## config.mk

```make
export PLATFORM = sky130hd
export DESIGN_NAME = mem_reg_acc
export DESIGN_NICKNAME = d
export VERILOG_FILES = /design/src/rtl/mem_reg_acc.sv
export SDC_FILE = /design/constraint.sdc
export NUM_CORES = 1
export LEC_CHECK = 0
export BUFFER_PORTS_ARGS = -buffer_cell sky130_fd_sc_hd__buf_2
export CORE_MARGIN = 1
export CORE_UTILIZATION = 50
export DETAILED_ROUTE_END_ITERATION = 6
export HOLD_SLACK_MARGIN = 0.15
export PLACE_DENSITY = 0.73
export SLEW_MARGIN = 20
export SYNTH_ARGS = -nofsm -noshare
export SYNTH_HDL_FRONTEND = slang
export SYNTH_SLANG_ARGS = --single-unit
```

## constraint.sdc

```tcl
create_clock -name clk -period 8.4 [get_ports clk]
set_clock_uncertainty 0.2 [all_clocks]
set_input_delay 0.42 -clock clk [delete_from_list [all_inputs] [get_ports clk]]
set_output_delay 0.42 -clock clk [all_outputs]
set_load 0.005 [all_outputs]
```

## src/rtl/mem_reg_acc.sv

```systemverilog
// Data bank with one read/write port and one forwarding read port, plus saturating accumulators.
// A clear sequencer zeroes the bank after reset or on command.
module mem_reg_acc #(
    parameter int W       = 24,
    parameter int NR      = 32,
    parameter int ADDRW   = 5,
    parameter int NACC    = 2,
    parameter int ACCW    = 1,
    parameter bit FORWARD = 1'b1
) (
    input  logic                 clk,
    input  logic                 rst,
    input  logic                 write,
    input  logic [ADDRW-1:0]     dira,
    input  logic [ADDRW-1:0]     dirb,
    input  logic [W-1:0]         data,
    output logic [W-1:0]         A,
    output logic [W-1:0]         B,
    input  logic                 clr_start,
    output logic                 busy,
    input  logic [1:0]           acc_op,
    input  logic [ACCW-1:0]      acc_sel,
    input  logic [W-1:0]         acc_d,
    output logic [NACC*W-1:0]    acc_q,
    output logic [NACC-1:0]      acc_ovf
);

    localparam logic [ADDRW:0] NR_L = (ADDRW+1)'(NR);
    localparam logic [ADDRW:0] LAST = (ADDRW+1)'(NR - 1);

    typedef enum logic {IDLE, CLEAR} state_t;
    typedef enum logic [1:0] {ACC_HOLD, ACC_LOAD, ACC_ADD, ACC_CLR} acc_op_t;

    state_t           state;
    logic [ADDRW-1:0] clr_addr;
    logic [W-1:0]     mem [NR];

    always_ff @(posedge clk) begin
        if (rst) begin
            state    <= CLEAR;
            clr_addr <= '0;
            busy     <= 1'b1;
        end else begin
            case (state)
                IDLE: begin
                    if (clr_start) begin
                        state    <= CLEAR;
                        clr_addr <= '0;
                        busy     <= 1'b1;
                    end
                end
                CLEAR: begin
                    if ({1'b0, clr_addr} == LAST) begin
                        state <= IDLE;
                        busy  <= 1'b0;
                    end else begin
                        clr_addr <= clr_addr + 1'b1;
                    end
                end
                default: begin
                    state <= IDLE;
                    busy  <= 1'b0;
                end
            endcase
        end
    end

    logic a_ok, b_ok, fwd;
    assign a_ok = ({1'b0, dira} < NR_L);
    assign b_ok = ({1'b0, dirb} < NR_L);
    assign fwd  = FORWARD && write && !busy && (dirb == dira);

    // Sweep owns the write port while busy; user writes are dropped, not queued.
    logic             we;
    logic [ADDRW-1:0] waddr;
    logic [W-1:0]     wdata;
    always_comb begin
        we    = 1'b0;
        waddr = dira;
        wdata = data;
        if (busy) begin
            we    = 1'b1;
            waddr = clr_addr;
            wdata = '0;
        end else if (write && a_ok) begin
            we = 1'b1;
        end
    end

    always_ff @(posedge clk) begin
        if (we)
            mem[waddr] <= wdata;
    end

    assign A = a_ok ? mem[dira] : '0;
    assign B = fwd ? data : (b_ok ? mem[dirb] : '0);

    for (genvar k = 0; k < NACC; k++) begin : g_acc
        logic [W-1:0] q;
        logic         f;
        logic [W:0]   sum;
        logic         hit;

        assign sum = {q[W-1], q} + {acc_d[W-1], acc_d};
        assign hit = (acc_sel == ACCW'(k));

        always_ff @(posedge clk) begin
            if (rst) begin
                q <= '0;
                f <= 1'b0;
            end else if (hit) begin
                case (acc_op_t'(acc_op))
                    ACC_LOAD: q <= acc_d;
                    ACC_ADD: begin
                        // Sign bits disagree only when the W-bit result wrapped.
                        if (sum[W] != sum[W-1]) begin
                            q <= sum[W] ? {1'b1, {(W-1){1'b0}}} : {1'b0, {(W-1){1'b1}}};
                            f <= 1'b1;
                        end else begin
                            q <= sum[W-1:0];
                        end
                    end
                    ACC_CLR: begin
                        q <= '0;
                        f <= 1'b0;
                    end
                    default: ;
                endcase
            end
        end

        assign acc_q[k*W +: W] = q;
        assign acc_ovf[k]      = f;
    end

endmodule

```

==> results.ini <==
[worst_hold_path]
hp-class = in -> reg

[placed_design]
io_buffers = 163
place_area_sq_um = 43060
hpwlAfterDp_mm = 64.04
gp_congestion = 0.8812

[setup_path]
cp_max_fo = 68
worstSetupStartpointType = primary input
cp_cell_sequence = buf_8, buf_4, buf_4, mux4_2, mux4_2, mux2_2, buf_2
cp_data_required_time_ps = 7780
slowest_delay_ps = 710
cp.arrival_ps = 3980
critPathSlowestCell = buf_4
crit_path_end_kind = output port
crit_type = in -> out

[timing]
min_period_ps = 4596
hold_viol_final = 0
tns_ps = 0
tightest_slew_ps = 1122
rsz0062_at_grt = no
period_share_pct = 54.71
max_clock_freq_mhz = 217.6
slew_headroom_pct = 24.98
final_max_slew_viol_count = 0
setup_viol = 0

[global_route]
grt_max_degree = 87
grt_pass1_wl_mm = 165.5
gr-total-overflow = 0
grtUsageTotal_pct = 27.99
antenna_found_initial = 0
grt_pass1_vias = 24390

[detailed_routing]
wl_per_cell_microns = 32.17
dr.pass1.iters = 5
routed_wl_mm = 114.2
vias = 24290
viasPerCell = 6.846
drc = 0
drtIter0Drc = 3303
detail-route-antenna-nets = 0

[synthesis]
synthDistinctLibCells = 70
netlist_area_sq_um = 40630
syn_area_per_cell_sq_um = 18.41
synth_edf_count = 768
synthFlopType = edfxtp_1
async_flop_share_pct = 0
netlist_instances = 2207
yosysWarnings = 0
seq_area_frac_synth_pct = 59.56
synth.net_count = 2324
ys_ff_latch = 825

[die]
num_rows = 104
dieArea_sq_um = 82410
ios = 164
core_area_sq_um = 80420
start_util_pct = 50.53
die_h_microns = 287.1
die_w_microns = 287.1

[finish]
post_route_cells_drive_above_1_share_pct = 37.94
fillers = 5774
nets = 2537
n_antenna_cell = 0
area_delta_synth_final_pct = 13.96
stdcell_area_sq_um = 46310

[flow_run]
maxCapViolations = 0

[clock_network]
clkSinkCount = 825
htree_levels = 3
root_buffer = clkbuf_16
clock_latency_ps = 660
clkTransAtPathRegs_ps = 70
cts_resized = 0
cts_tree = done
cts_buffers = 86
cts_setup_buffers = 0
clockBufferDepth = 3

[power]
ir_worst_vdd_mv = 0.1661
leakage_nw = 15.56
powerDensity_nw_per_um2 = 206.8

[run_status]
status = completed

final cells by class:
class	count	area, sq um	area share, %
timing repair buffer	275	1783	3.850
sequential	825	24200	52.27
inverter	27	103.9	0.2243
multi-input combinational	1205	15960	34.46
tap	1060	1326	2.864
clock inverter	62	729.5	1.575
clock buffer	94	2203	4.758
synth_stat cells (3+ instances only):
cell type / n / share of area (%)
edfxtp_1: 768 / 57
mux4_2: 480 / 27
nor2_1: 148 / 1.4
clkbuf_1: 94 / 0.87
a21oi_1: 76 / 0.94
nand2_1: 65 / 0.60
dfxtp_1: 57 / 2.8
ha_1: 50 / 1.5
o21ai_0: 43 / 0.53
buf_2: 39 / 0.48
a211oi_1: 30 / 0.55
a21o_1: 30 / 0.55
nor2b_1: 29 / 0.45
mux2i_1: 28 / 0.69
xnor2_1: 27 / 0.58
inv_1: 26 / 0.24
mux2_2: 25 / 0.69
xor2_1: 19 / 0.41
a211oi_2: 17 / 0.52
nand3_1: 13 / 0.16
a31oi_1: 12 / 0.18
buf_1: 11 / 0.10
o21bai_1: 10 / 0.18
o21a_1: 8 / 0.15
nand2b_1: 7 / 0.11
nor3_1: 7 / 0.086
and3_1: 6 / 0.092
o21ai_1: 6 / 0.074
a311oi_1: 5 / 0.11
nand4_1: 5 / 0.077
nand4b_1: 4 / 0.086
o211ai_1: 4 / 0.074
a211o_1: 3 / 0.065
nor4_1: 3 / 0.046
o32ai_1: 3 / 0.065
through the flow:
| step | hold WS, ps | cells | worst slack, ps | utilization [%] | total power, mW |
|---|---|---|---|---|---|
| 2_1_floorplan | 241.8 | 2207 | 4964 | - | 5.346 |
| 6_report | 199.7 | 3548 | 3804 | 57.58 | 9.576 |
| 3_3_place_gp | 248.5 | 3361 | 3661 | 53.54 | 5.664 |
| 3_5_place_dp | 263.7 | 3361 | 3651 | 53.54 | 5.685 |
| 4_1_cts | 169.9 | 3547 | 3646 | 57.56 | 9.604 |
| 5_1_grt | 211.9 | 3548 | 3503 | 57.58 | 9.832 |
layout by cell type (no fill, tap or decap), drive strengths merged, types with 4 or more instances in the layout:
| cell | instances |
|---|---|
| edfxtp | 768 |
| mux4 | 480 |
| buf | 242 |
| nor2 | 149 |
| clkbuf | 96 |
| a21oi | 76 |
| nand2 | 65 |
| dfxtp | 57 |
| ha | 50 |
| o21ai | 50 |
| a211oi | 47 |
| clkinv | 39 |
| dlygate4sd3 | 31 |
| a21o | 31 |
| inv | 30 |
| nor2b | 29 |
| mux2i | 28 |
| xnor2 | 27 |
| mux2 | 25 |
| xor2 | 19 |
| nand3 | 14 |
| bufinv | 13 |
| a31oi | 13 |
| o21bai | 10 |
| o21a | 8 |
| nor3 | 8 |
| nand2b | 7 |
| clkinvlp | 7 |
| and3 | 6 |
| o211ai | 6 |
| nand4 | 5 |
| a311oi | 5 |
| nand4b | 4 |
| o32ai | 4 |
routing by layer:
metal / GRT usage (%) / vias up / share of wire (%) / wire, microns
li1: - / 9775 / - / -
met1: 38.38 / 12740 / 37 / 42130
met2: 43.96 / 1525 / 48 / 55210
met3: 6.373 / 251 / 11 / 12370
met4: 10.74 / 0 / 3.9 / 4447
met5: 0 / - / 0 / 0
state kept, by name, indices dropped and copies added (netlist names):
name / flops
state: 1
clr_addr: 5
g_acc.q: 48
busy: 1
mem: 768
g_acc.f: 2
worst paths after layout:
kind                  startpoint              to  slack [ps]  cells after the start
hold / removal           data[2]      mem[31][2]         200                      3
hold reg to reg   g_acc[1].q[14]  g_acc[1].q[14]         320                      2
setup reg to reg  g_acc[0].q[14]  g_acc[0].q[15]        4070                     10
setup / recovery         dira[0]            A[7]        3800                      7
cells by family (layout without fill, tap and decap cells):
group | Yosys count | in the layout | synth area share (%)
flip-flops | 825 | 825 | 59.56
multiplexers | 533 | 533 | 27.99
AND/OR/NAND/NOR | 301 | 301 | 3.341
AO/OA/AOI/OAI | 272 | 272 | 4.637
buffers and inverters | 177 | 458 | 1.817
adder cells (fa/ha/maj) | 53 | 53 | 1.663
XOR/XNOR | 46 | 46 | 0.9915
repair_timing:
item / 4_1_cts / 5_1_grt
endpoints found under the hold margin: 57 / 32
endpoints found under the setup margin: 0 / 0
hold buffers: 30 / 1
power by group:
group          internal (mW)  switching, mW
clock                   2.31           1.64
sequential              4.49         0.0423
combinational          0.500          0.588
total                   7.31           2.27
worst max-delay path, delay by kind of cell:
family	cells	cell delay, ps
mux	3	1420
buf+inv	4	2050
(Power assumes the default switching activity.)
